**config.mk**
```make
export PLATFORM = sky130hd
export DESIGN_NAME = sdm2_modulator
export DESIGN_NICKNAME = d
export VERILOG_FILES = /design/src/rtl/sdm2_modulator.sv
export SDC_FILE = /design/constraint.sdc
export NUM_CORES = 1
export LEC_CHECK = 0
export ABC_AREA = 1
export BUFFER_PORTS_ARGS = -buffer_cell sky130_fd_sc_hd__clkbuf_2
export CORE_MARGIN = 2
export CORE_UTILIZATION = 25
export DETAILED_ROUTE_END_ITERATION = 10
export GPL_TIMING_DRIVEN = 0
export SKIP_CTS_REPAIR_TIMING = 1
export SLEW_MARGIN = 20
export SYNTH_ARGS = -nofsm -noshare
export SYNTH_HDL_FRONTEND = slang
export SYNTH_SLANG_ARGS = --single-unit
export TNS_END_PERCENT = 5
```
**constraint.sdc**
```tcl
create_clock -name clock_up -period 3.3 [get_ports clock_up]
set_input_delay 0.33 -clock clock_up [delete_from_list [all_inputs] [get_ports clock_up]]
set_output_delay 0.33 -clock clock_up [all_outputs]
set_load 0.02 [all_outputs]
```
**src/rtl/sdm2_modulator.sv**
```systemverilog
`default_nettype none
// ============================================================================
// sdm2_modulator : second-order 1-bit sigma-delta modulator with integrator
//                  overload detection, timed recovery and overload counting.
// Rev 1.0
// ============================================================================
module sdm2_modulator #(
  parameter int DW          = 24,
  parameter int IW          = 30,
  parameter int OVF_TH      = 67108864,
  parameter int HOLD_CYCLES = 16
) (
  input  logic          clock_up,
  input  logic          rst,
  input  logic [DW-1:0] Data_in,
  input  logic          in_en,
  output logic          Data_out,
  output logic          out_valid,
  output logic          recover,
  output logic [7:0]    ovf_cnt
);

  localparam int SW = IW + 2;
  localparam int HW = $clog2(HOLD_CYCLES + 1);
  localparam logic signed [SW-1:0] FS      = {{(SW-DW){1'b0}}, 1'b1, {(DW-1){1'b0}}};
  localparam logic signed [SW-1:0] SAT_MAX = {{(SW-IW+1){1'b0}}, {(IW-1){1'b1}}};
  localparam logic signed [SW-1:0] SAT_MIN = {{(SW-IW+1){1'b1}}, {(IW-1){1'b0}}};
  localparam logic signed [SW-1:0] TH_POS  = SW'(OVF_TH);
  localparam logic signed [SW-1:0] TH_NEG  = -TH_POS;
  localparam logic [HW-1:0]        HOLD_LD = HW'(HOLD_CYCLES);

  typedef enum logic [0:0] {
    ST_RUN     = 1'b0,
    ST_RECOVER = 1'b1
  } state_t;

  state_t               state_q, state_d;
  logic signed [IW-1:0] x1_q, x1_d, x2_q, x2_d;
  logic [HW-1:0]        hold_cnt_q, hold_cnt_d;
  logic                 dout_q, dout_d;
  logic                 valid_q, valid_d;
  logic                 recover_q, recover_d;
  logic [7:0]           ovf_cnt_q, ovf_cnt_d;

  logic                 y;
  logic                 ovf;
  logic signed [SW-1:0] u, fb, x1_ext, x2_ext, x1_sum, x2_sum;

  function automatic logic signed [IW-1:0] sat(input logic signed [SW-1:0] v);
    if (v > SAT_MAX)      return SAT_MAX[IW-1:0];
    else if (v < SAT_MIN) return SAT_MIN[IW-1:0];
    else                  return v[IW-1:0];
  endfunction

  // Delaying integrators: x2 accumulates the OLD x1, giving NTF = (1-z^-1)^2.
  assign y      = ~x2_q[IW-1];
  assign fb     = y ? FS : -FS;
  assign u      = {{(SW-DW){Data_in[DW-1]}}, Data_in};
  assign x1_ext = {{(SW-IW){x1_q[IW-1]}}, x1_q};
  assign x2_ext = {{(SW-IW){x2_q[IW-1]}}, x2_q};
  assign x1_sum = x1_ext + u - fb;
  assign x2_sum = x2_ext + x1_ext - (fb <<< 1);
  assign ovf    = (x2_sum > TH_POS) || (x2_sum < TH_NEG);

  always_comb begin
    state_d    = state_q;
    x1_d       = x1_q;
    x2_d       = x2_q;
    hold_cnt_d = hold_cnt_q;
    dout_d     = dout_q;
    valid_d    = 1'b0;
    ovf_cnt_d  = ovf_cnt_q;
    if (in_en) begin
      valid_d = 1'b1;
      case (state_q)
        ST_RUN: begin
          dout_d = y;
          if (ovf) begin
            x1_d       = '0;
            x2_d       = '0;
            state_d    = ST_RECOVER;
            hold_cnt_d = HOLD_LD;
            if (ovf_cnt_q != 8'hFF) ovf_cnt_d = ovf_cnt_q + 8'd1;
          end else begin
            x1_d = sat(x1_sum);
            x2_d = sat(x2_sum);
          end
        end
        ST_RECOVER: begin
          // Idle tone while the integrators stay cleared.
          dout_d     = ~dout_q;
          hold_cnt_d = hold_cnt_q - HW'(1);
          if (hold_cnt_q == HW'(1)) state_d = ST_RUN;
        end
        default: state_d = ST_RUN;
      endcase
    end
    recover_d = (state_d == ST_RECOVER);
  end

  always_ff @(posedge clock_up) begin
    if (rst) begin
      state_q    <= ST_RUN;
      x1_q       <= '0;
      x2_q       <= '0;
      hold_cnt_q <= '0;
      dout_q     <= 1'b0;
      valid_q    <= 1'b0;
      recover_q  <= 1'b0;
      ovf_cnt_q  <= 8'd0;
    end else begin
      state_q    <= state_d;
      x1_q       <= x1_d;
      x2_q       <= x2_d;
      hold_cnt_q <= hold_cnt_d;
      dout_q     <= dout_d;
      valid_q    <= valid_d;
      recover_q  <= recover_d;
      ovf_cnt_q  <= ovf_cnt_d;
    end
  end

  assign Data_out  = dout_q;
  assign out_valid = valid_q;
  assign recover   = recover_q;
  assign ovf_cnt   = ovf_cnt_q;

endmodule
`default_nettype wire

```
==> impl_metrics.yaml, run 1 <==
setup_path:
  path_cells: "buf_4 > fa_1 > inv_1 > ha_4 > a21o_1 > nor2_1 > nand2_1 > a21oi_2 > nand2_1 > nand2_1 > nand2_4 > nor2_4 > nand2_1 > nor2_1 > nand2_1 > nand3_4 > nand2_2 > clkinv_4 > buf_6 > nand2_1 > a21oi_2"
  path_class: "reg2reg"
  crit_fanout: 10
  cp_slowest_cell: "fa_1"
  r2r_cells: 21
  worstReg2RegStart: "x2_q[29]"
  cp-start-kind: "register"
  critical-path-top-delay-family: "simple AND/OR/NAND/NOR gates"
  crit_path_start: "x2_q[29]"
  cp_num_cells: 21
  cp.required_ps: 3570
  cp_num_buf_inv: 4
  arrival_ps: 3640
  cp_slowest_stage_delay_ps: 480
  critPathMostFrequentCell: "nand2_1"
  cp-end-kind: "register"
die:
  die_y_um: 200
  die_w_um: 200
  core_um2: 37800
  start_util_pct: 25.4
  num_rows: 71
  dieArea_um2: 39900
  boundaryPins: 38
outcome:
  run_status: "complete, but fails checks"
  failed_checks: "negative setup slack"
clocking:
  clock_path_buffers: 2
  h-tree-depth: 3
  clock_sinks: 76
  cts_tree: "yes"
  cts-root-buf: "clkbuf_16"
  cts_buffers: 9
  worstSkewPairLatency_ps: 350
  path_clk_slew_ps: 60
sta:
  slew_headroom_pct: 44.7
  setup_slack_ps: -72.9
  min_period_ps: 3370
  setup_viol: 24
  finalClockSkew_ps: 12.4
  tightest_slew_ps: 829
  grt_setup_unrepaired: "true"
  tns_ps: -655
  clock.fmax_mhz: 296
  period_share_pct: 102
  drv_slew: 0
  timing.final.hold_violations: 0
drt:
  vias: 9955
  drtIter0Drc: 636
  vias_per_cell: 4.48
  final_antenna_net_count: 0
  drc: 0
  drt_pre_antenna_iters: 6
  wirelength_um: 28700
  avgRoutedWirePerCell_um: 12.9
finish:
  drive_gt1_share_pct: 15.3
  fillers: 4135
  utilization_pct: 30.6
  multiInputGateArea_um2: 7140
  antenna_cells: 0
  syn_to_final_growth_pct: 20.6
  seqCellArea_um2: 1530
  fin_nets: 1854
flow_run:
  drv_cap: 0
synthesis:
  ys.flop_type: "dfxtp_1"
  syn_area_um2: 9590
  syn-num-nets: 1793
  yosysSeqAreaShare_pct: 15.9
  yosysTopAreaCell: "nand2_1"
  netlist.area_leader.share_pct: 20.3
  ys_ff_latch: 76
  synth_common_cells: "519 x nand2_1, 369 x inv_1, 113 x ha_1, 110 x a21oi_1, 94 x nor2_1"
  yosysWarnings: 0
  ys_top_cells_by_area: "nand2_1 20%, dfxtp_1 16%, ha_1 15%, inv_1 14%, a21oi_1 5.7%"
  synth_enable_flop_cells: 0
  post-synth-top-count-cell: "nand2_1"
  yosysUniqueCellTypes: 46
  async_flop_share_pct: 0
  synth_cells: 1643
  syn_avg_cell_area_um2: 5.84
global_routing:
  grt.overflow.total: 0
  grt_max_degree: 14
  grt_antenna_before_repair: 2
  grt_usage_pct: 14.0
  grt_pass1_vias: 8978
  grt_pass1_wl_um: 44800
min_path:
  hp-start: "in_en"
  holdPathStages: 3
  hp-class: "in2reg"
placed_design:
  io_buffers: 36
  routabilityCongestion: 0.924
  hpwl_um: 23500
  pre_cts_slack_ps: -925
==> state kept, by name, summed over array words and instances (netlist names) <==
signal and cells:
x1_q 30, x2_q 30, ovf_cnt 8, hold_cnt_q 5, Data_out 1, out_valid 1, recover 1
==> placed cells by master (no fill, tap or decap), types with 10 or more instances in the layout <==
cell	netlist	layout
ha_4	0	25
inv_1	369	361
nor2_2	9	15
nand2_2	12	30
nand4_1	24	24
nor2_4	3	11
ha_2	0	10
o21ai_0	53	52
nand2_1	519	495
inv_2	14	21
xor2_1	31	27
xnor2_1	13	12
nand3_1	76	72
ha_1	113	78
clkbuf_2	0	40
a21oi_1	110	100
buf_4	5	15
clkbuf_1	22	18
a21oi_2	20	29
dfxtp_1	76	75
nor2_1	94	80
==> cell families (layout without fill, tap and decap cells) <==
| group | count (synthesis) | count (layout) | synth area share, % |
|---|---|---|---|
| adder cells (fa/ha/maj) | 123 | 123 | 16.8 |
| AND/OR/NAND/NOR | 774 | 774 | 34.1 |
| XOR/XNOR | 44 | 44 | 4.02 |
| flip-flops | 76 | 76 | 15.9 |
| buffers and inverters | 418 | 484 | 16.8 |
| AO/OA/AOI/OAI | 208 | 208 | 12.4 |
==> final timing paths <==
| kind | slack [ps] | end |
|---|---|---|
| worst max-delay path | -70 | x2_q[26] |
| worst min-delay path | 340 | out_valid |
| worst max register to register | -70 | x2_q[26] |
| worst min register to register | 470 | x1_q[3] |
==> stage by stage <==
step	std cells	cell area (µm²)	hold slack [ps]
floorplan	1643	9590	445
global placement	2190	10400	453
detailed placement	2190	10400	456
CTS	2206	10700	329
global route	2220	11600	341
finish	2220	11600	336
==> worst register-to-register path: cells and delay by family, from the launching register on <==
family | cells | cell delay [ps]
simple gates | 12 | 1220
fa+ha+maj | 2 | 750
compound gates | 3 | 490
buf+inv | 4 | 450
flops | 1 | 370
==> cell type report <==
class | count | area share, %
Buffer | 31 | 1.49
Clock buffer | 11 | 2.19
Clock inverter | 5 | 0.714
Inverter | 387 | 12.6
Multi-Input combinational cell | 1149 | 61.8
Sequential cell | 76 | 13.2
Tap cell | 511 | 5.53
Timing Repair Buffer | 50 | 2.47
==> routing by layer <==
metal,share of wire [%],global-route usage [%]
met5,0.045,0
met4,1.8,2.58
met3,4.6,1.75
met1,47,18.8
met2,47,24.2
Power of run 1 is not shown: default switching activity piles up to over one toggle a cycle in this logic, so the estimate is an artifact.
==> inputs of run 2 (changes only) <==
==> constraint.sdc (replaced) <==
create_clock -name clock_up -period 3.3 [get_ports clock_up]
set_input_delay 0.66 -clock clock_up [delete_from_list [all_inputs] [get_ports clock_up]]
set_output_delay 0.66 -clock clock_up [all_outputs]
set_load 0.02 [all_outputs]
==> impl_metrics.yaml, run 2 (synthesis gave the netlist of run 1 again) <==
drt:
  drtIter0Drc: 513
  wirelength_um: 29600
  vias_per_cell: 4.47
  vias: 10000
  final_antenna_net_count: 0
  drt_pre_antenna_iters: 5
  drc: 0
  avgRoutedWirePerCell_um: 13.2
sta:
  finalClockSkew_ps: 12.7
  setup_viol: 10
  tightest_slew_ps: 869
  slew_headroom_pct: 42.1
  grt_setup_unrepaired: "true"
  setup_slack_ps: -44.1
  min_period_ps: 3340
  drv_slew: 0
  period_share_pct: 101
  clock.fmax_mhz: 299
  timing.final.hold_violations: 0
setup_path:
  r2r_slack_ps: -40
  arrival_ps: 3630
  cp_num_buf_inv: 5
  worstReg2RegStart: "x2_q[29]"
  cp_slowest_cell: "fa_1"
  cp.required_ps: 3580
  cp_slowest_stage_delay_ps: 530
  path_class: "reg2reg"
  r2r_cells: 21
  cp-end-kind: "register"
  cp-start-kind: "register"
  critical-path-top-delay-family: "simple AND/OR/NAND/NOR gates"
  crit_fanout: 6
  path_cells: "clkinvlp_4 > fa_1 > ha_4 > nand2_4 > nor2_4 > inv_2 > nor2_2 > a21oi_2 > buf_4 > nand3_4 > nand2_4 > nor2_2 > nand2_2 > nor2_2 > nand2_2 > nand3_4 > nand2_4 > inv_8 > clkbuf_16 > nand2_1 > a21oi_2"
  r2r-end: "x2_q[19]"
die:
  start_util_pct: 25.4
  core_um2: 37800
  die_w_um: 200
  dieArea_um2: 39900
  die_y_um: 200
  num_rows: 71
  boundaryPins: 38
placed_design:
  io_buffers: 36
  pre_cts_slack_ps: -1030
  routabilityCongestion: 0.920
  hpwl_um: 23700
clocking:
  path_clk_slew_ps: 70
  cts_buffers: 9
  clock_path_buffers: 2
  cts-root-buf: "clkbuf_16"
  h-tree-depth: 3
  worstSkewPairLatency_ps: 360
  cts_tree: "yes"
  clock_sinks: 76
finish:
  final_common_cell: "nand2_1"
  drive_gt1_share_pct: 21.7
  final_cell_mix: "450 x nand2_1, 345 x inv_1, 93 x a21oi_1, 75 x ha_1, 73 x dfxtp_1"
  antenna_cells: 0
  seqCellArea_um2: 1530
  fillers: 4104
  multiInputGateArea_um2: 7540
  syn_to_final_growth_pct: 27.2
  fin_nets: 1876
global_routing:
  grt_antenna_before_repair: 0
  grt_max_degree: 15
  grt_usage_pct: 14.3
  grt_pass1_wl_um: 44800
  grt_pass1_vias: 8982
  grt.overflow.total: 0
outcome:
  run_status: "complete, but fails checks"
  failed_checks: "negative setup slack"
min_path:
  hp-start: "x1_q[9]"
  holdPathStages: 2
  whs_endpoint: "x1_q[9]"
  hp-class: "reg2reg"
flow_run:
  drv_cap: 0
==> run 2: cell count changes in the layout (fill, tap and decap cells not counted), sizes merged <==
cell      before  now
buf           23   45
bufinv         2    1
clkinv         6    4
clkinvlp       1    4
clkbuf        69   68
inv          383  384
==> run 2: worst min-delay path, stage by stage, from the launching register on <==
cell	delay, ps
dfxtp_1	310
nand2_1	60
a21oi_1	50
==> run 2: stage by stage <==
stage / utilization [%] / instance area, µm² / hold slack [ps] / instances / TNS, ps
CTS: 28.5 / 10800 / 466 / 2206 / -60420
global placement: 27.7 / 10500 / 451 / 2190 / -55990
global route: 32.3 / 12200 / 479 / 2242 / -10300
finish: 32.3 / 12200 / 467 / 2242 / -159
detailed placement: 27.7 / 10500 / 455 / 2190 / -58380
floorplan: - / 9630 / 445 / 1643 / 0
==> run 2: cell type report <==
cell class / instances / share of cell area (%)
Buffer: 31 / 1.52
Clock buffer: 10 / 1.96
Clock inverter: 6 / 0.564
Inverter: 387 / 12.1
Multi-Input combinational cell: 1149 / 61.9
Sequential cell: 76 / 12.5
Tap cell: 511 / 5.24
Timing Repair Buffer: 72 / 4.26
==> run 2: worst max path at each step <==
| stage | to | start | depth (start not counted) |
|---|---|---|---|
| 6_report | x2_q[19] | x2_q[29] | 21 |
| 5_1_grt | x2_q[19] | x2_q[29] | 23 |
| 4_1_cts | x2_q[13] | x2_q[29] | 17 |
| 3_5_place_dp | x2_q[16] | x2_q[29] | 17 |
| 3_3_place_gp | x2_q[16] | x2_q[29] | 17 |
| 2_1_floorplan | x1_q[2] | Data_in[23] | 19 |
==> run 2: routing by layer <==
metal	track usage [%]	vias up	wire [µm]
met4	3.84	0	624
li1	-	5218	-
met1	18.5	4584	13600
met5	0	-	0
met3	1.61	29	1200
met2	25.1	197	14200
Power of run 2 is left out for the same reason.
==> inputs of run 3 (changes only) <==
==> constraint.sdc (replaced) <==
create_clock -name clock_up -period 4.3 [get_ports clock_up]
set_input_delay 0.86 -clock clock_up [delete_from_list [all_inputs] [get_ports clock_up]]
set_output_delay 0.86 -clock clock_up [all_outputs]
set_load 0.02 [all_outputs]
==> impl_metrics.yaml, run 3 (synthesis gave the netlist of run 1 again) <==
outcome:
  run_status: "completed"
finish:
  fin_nets: 1840
  antenna_cells: 0
  drive_gt1_share_pct: 8.26
  syn_to_final_growth_pct: 12.1
  fillers: 4211
  final_cell_mix: "519 x nand2_1, 369 x inv_1, 113 x ha_1, 110 x a21oi_1, 93 x nor2_1"
  final_common_cell: "nand2_1"
global_routing:
  grt_max_degree: 14
  grt_pass1_vias: 8978
  grt_pass1_wl_um: 44800
  grt_antenna_before_repair: 1
  grt_usage_pct: 14.0
  grt.overflow.total: 0
die:
  die_w_um: 200
  core_um2: 37800
  start_util_pct: 25.4
  num_rows: 71
  dieArea_um2: 39900
  die_y_um: 200
  boundaryPins: 38
sta:
  tightest_slew_ps: 803
  tns_ps: 0
  grt_setup_unrepaired: "false"
  drv_slew: 0
  setup_viol: 0
  min_period_ps: 3980
  clock.fmax_mhz: 251
  slew_headroom_pct: 46.5
  timing.final.hold_violations: 0
  finalClockSkew_ps: 10.5
  period_share_pct: 92.5
  hold_slack_ps: 465
setup_path:
  crit_path_start: "x2_q[29]"
  cp.required_ps: 4500
  cp-end-kind: "register"
  cp_slowest_stage_delay_ps: 520
  r2r_cells: 19
  r2r-end: "x2_q[22]"
  worstReg2RegStart: "x2_q[29]"
  cp-endpoint: "x2_q[22]"
  path_class: "reg2reg"
  critPathMostFrequentCell: "nand2_1"
  path_cells: "inv_1 > fa_1 > ha_1 > nand2_1 > nor2_1 > nand2_1 > nor2_1 > nand2_1 > nand3_1 > nand2_1 > nand2_1 > a21oi_1 > nand4_2 > nand3_2 > nand2_2 > clkinv_4 > buf_6 > nand2_1 > a21oi_2"
  cp_slowest_cell: "dfxtp_2"
  r2r_slack_ps: 320
  cp-start-kind: "register"
  crit_fanout: 12
  arrival_ps: 4180
drt:
  vias_per_cell: 4.41
  drtIter0Drc: 665
  wl_met2_um: 12700
  avgRoutedWirePerCell_um: 12.5
  drt_pre_antenna_iters: 6
  vias: 9727
  routed.top_layer: "met5"
  drc: 0
  final_antenna_net_count: 0
  met3_length_um: 1440
  met1_length_um: 13000
  wirelength_um: 27600
clocking:
  clock_path_buffers: 2
  cts_buffers: 9
  worstSkewPairLatency_ps: 340
  cts_tree: "yes"
  clock_sinks: 76
  path_clk_slew_ps: 60
  cts-root-buf: "clkbuf_16"
  h-tree-depth: 3
placed_design:
  routabilityCongestion: 0.924
  io_buffers: 36
  hpwl_um: 23500
min_path:
  hp-class: "reg2reg"
  hp-start: "x1_q[3]"
flow_run:
  drv_cap: 0
-- run 3: cell types whose count changed in the layout (fill, tap and decap cells not counted), moves of 11 or more --
cell / before / now
nand2_4: 13 / 1
ha_4: 33 / 0
a21oi_1: 93 / 110
a21oi_2: 37 / 20
ha_1: 75 / 113
nand2_1: 450 / 519
nor2_4: 17 / 3
inv_1: 345 / 369
nor2_2: 21 / 10
nand2_2: 69 / 12
buf_4: 31 / 5
nor2_1: 68 / 93
inv_2: 34 / 14
-- run 3: worst min path at each step --
stage,to,slack (ps),cells after the start
after detailed placement,x1_q[6],460,2
after global placement,x1_q[6],450,2
final,x1_q[3],460,2
after global routing,x1_q[13],490,2
after CTS,x1_q[6],470,2
after floorplan,x1_q[10],450,2
-- run 3: critical path: cells and delay by family (launching register included) --
kind,cells,cell delay (ps)
AO/OA/AOI/OAI,2,140
flip-flops,1,520
buffers and inverters,3,530
AND/OR/NAND/NOR,12,1730
adder cells (fa/ha/maj),2,900
-- run 3: cell type report --
| cell class | count | area, µm² | area share [%] |
|---|---|---|---|
| clock inverter | 5 | 82.6 | 0.768 |
| timing repair buffer | 36 | 180 | 1.68 |
| clock buffer | 11 | 253 | 2.35 |
| sequential | 76 | 1520 | 14.2 |
| tap | 511 | 639 | 5.95 |
| inverter | 387 | 1460 | 13.6 |
| multi-input combinational | 1149 | 6460 | 60.1 |
| buffer | 31 | 153 | 1.42 |
-- run 3: metal layers --
| metal | track usage (%) | vias to the layer above |
|---|---|---|
| li1 | - | 5123 |
| met1 | 18.8 | 4317 |
| met2 | 24.2 | 256 |
| met3 | 1.75 | 29 |
| met4 | 2.58 | 2 |
| met5 | 0 | - |
-- run 3: through the flow --
stage               cell area, µm²  setup slack (ps)  utilization, %  cells
floorplan                     9590               745               -   1643
global placement             10400               132            27.6   2190
detailed placement           10400              60.7            27.6   2190
CTS                          10700              31.9            28.5   2206
global route                 10700              9.27            28.5   2206
finish                       10700               322            28.5   2206
Power of run 3 is left out for the same reason.
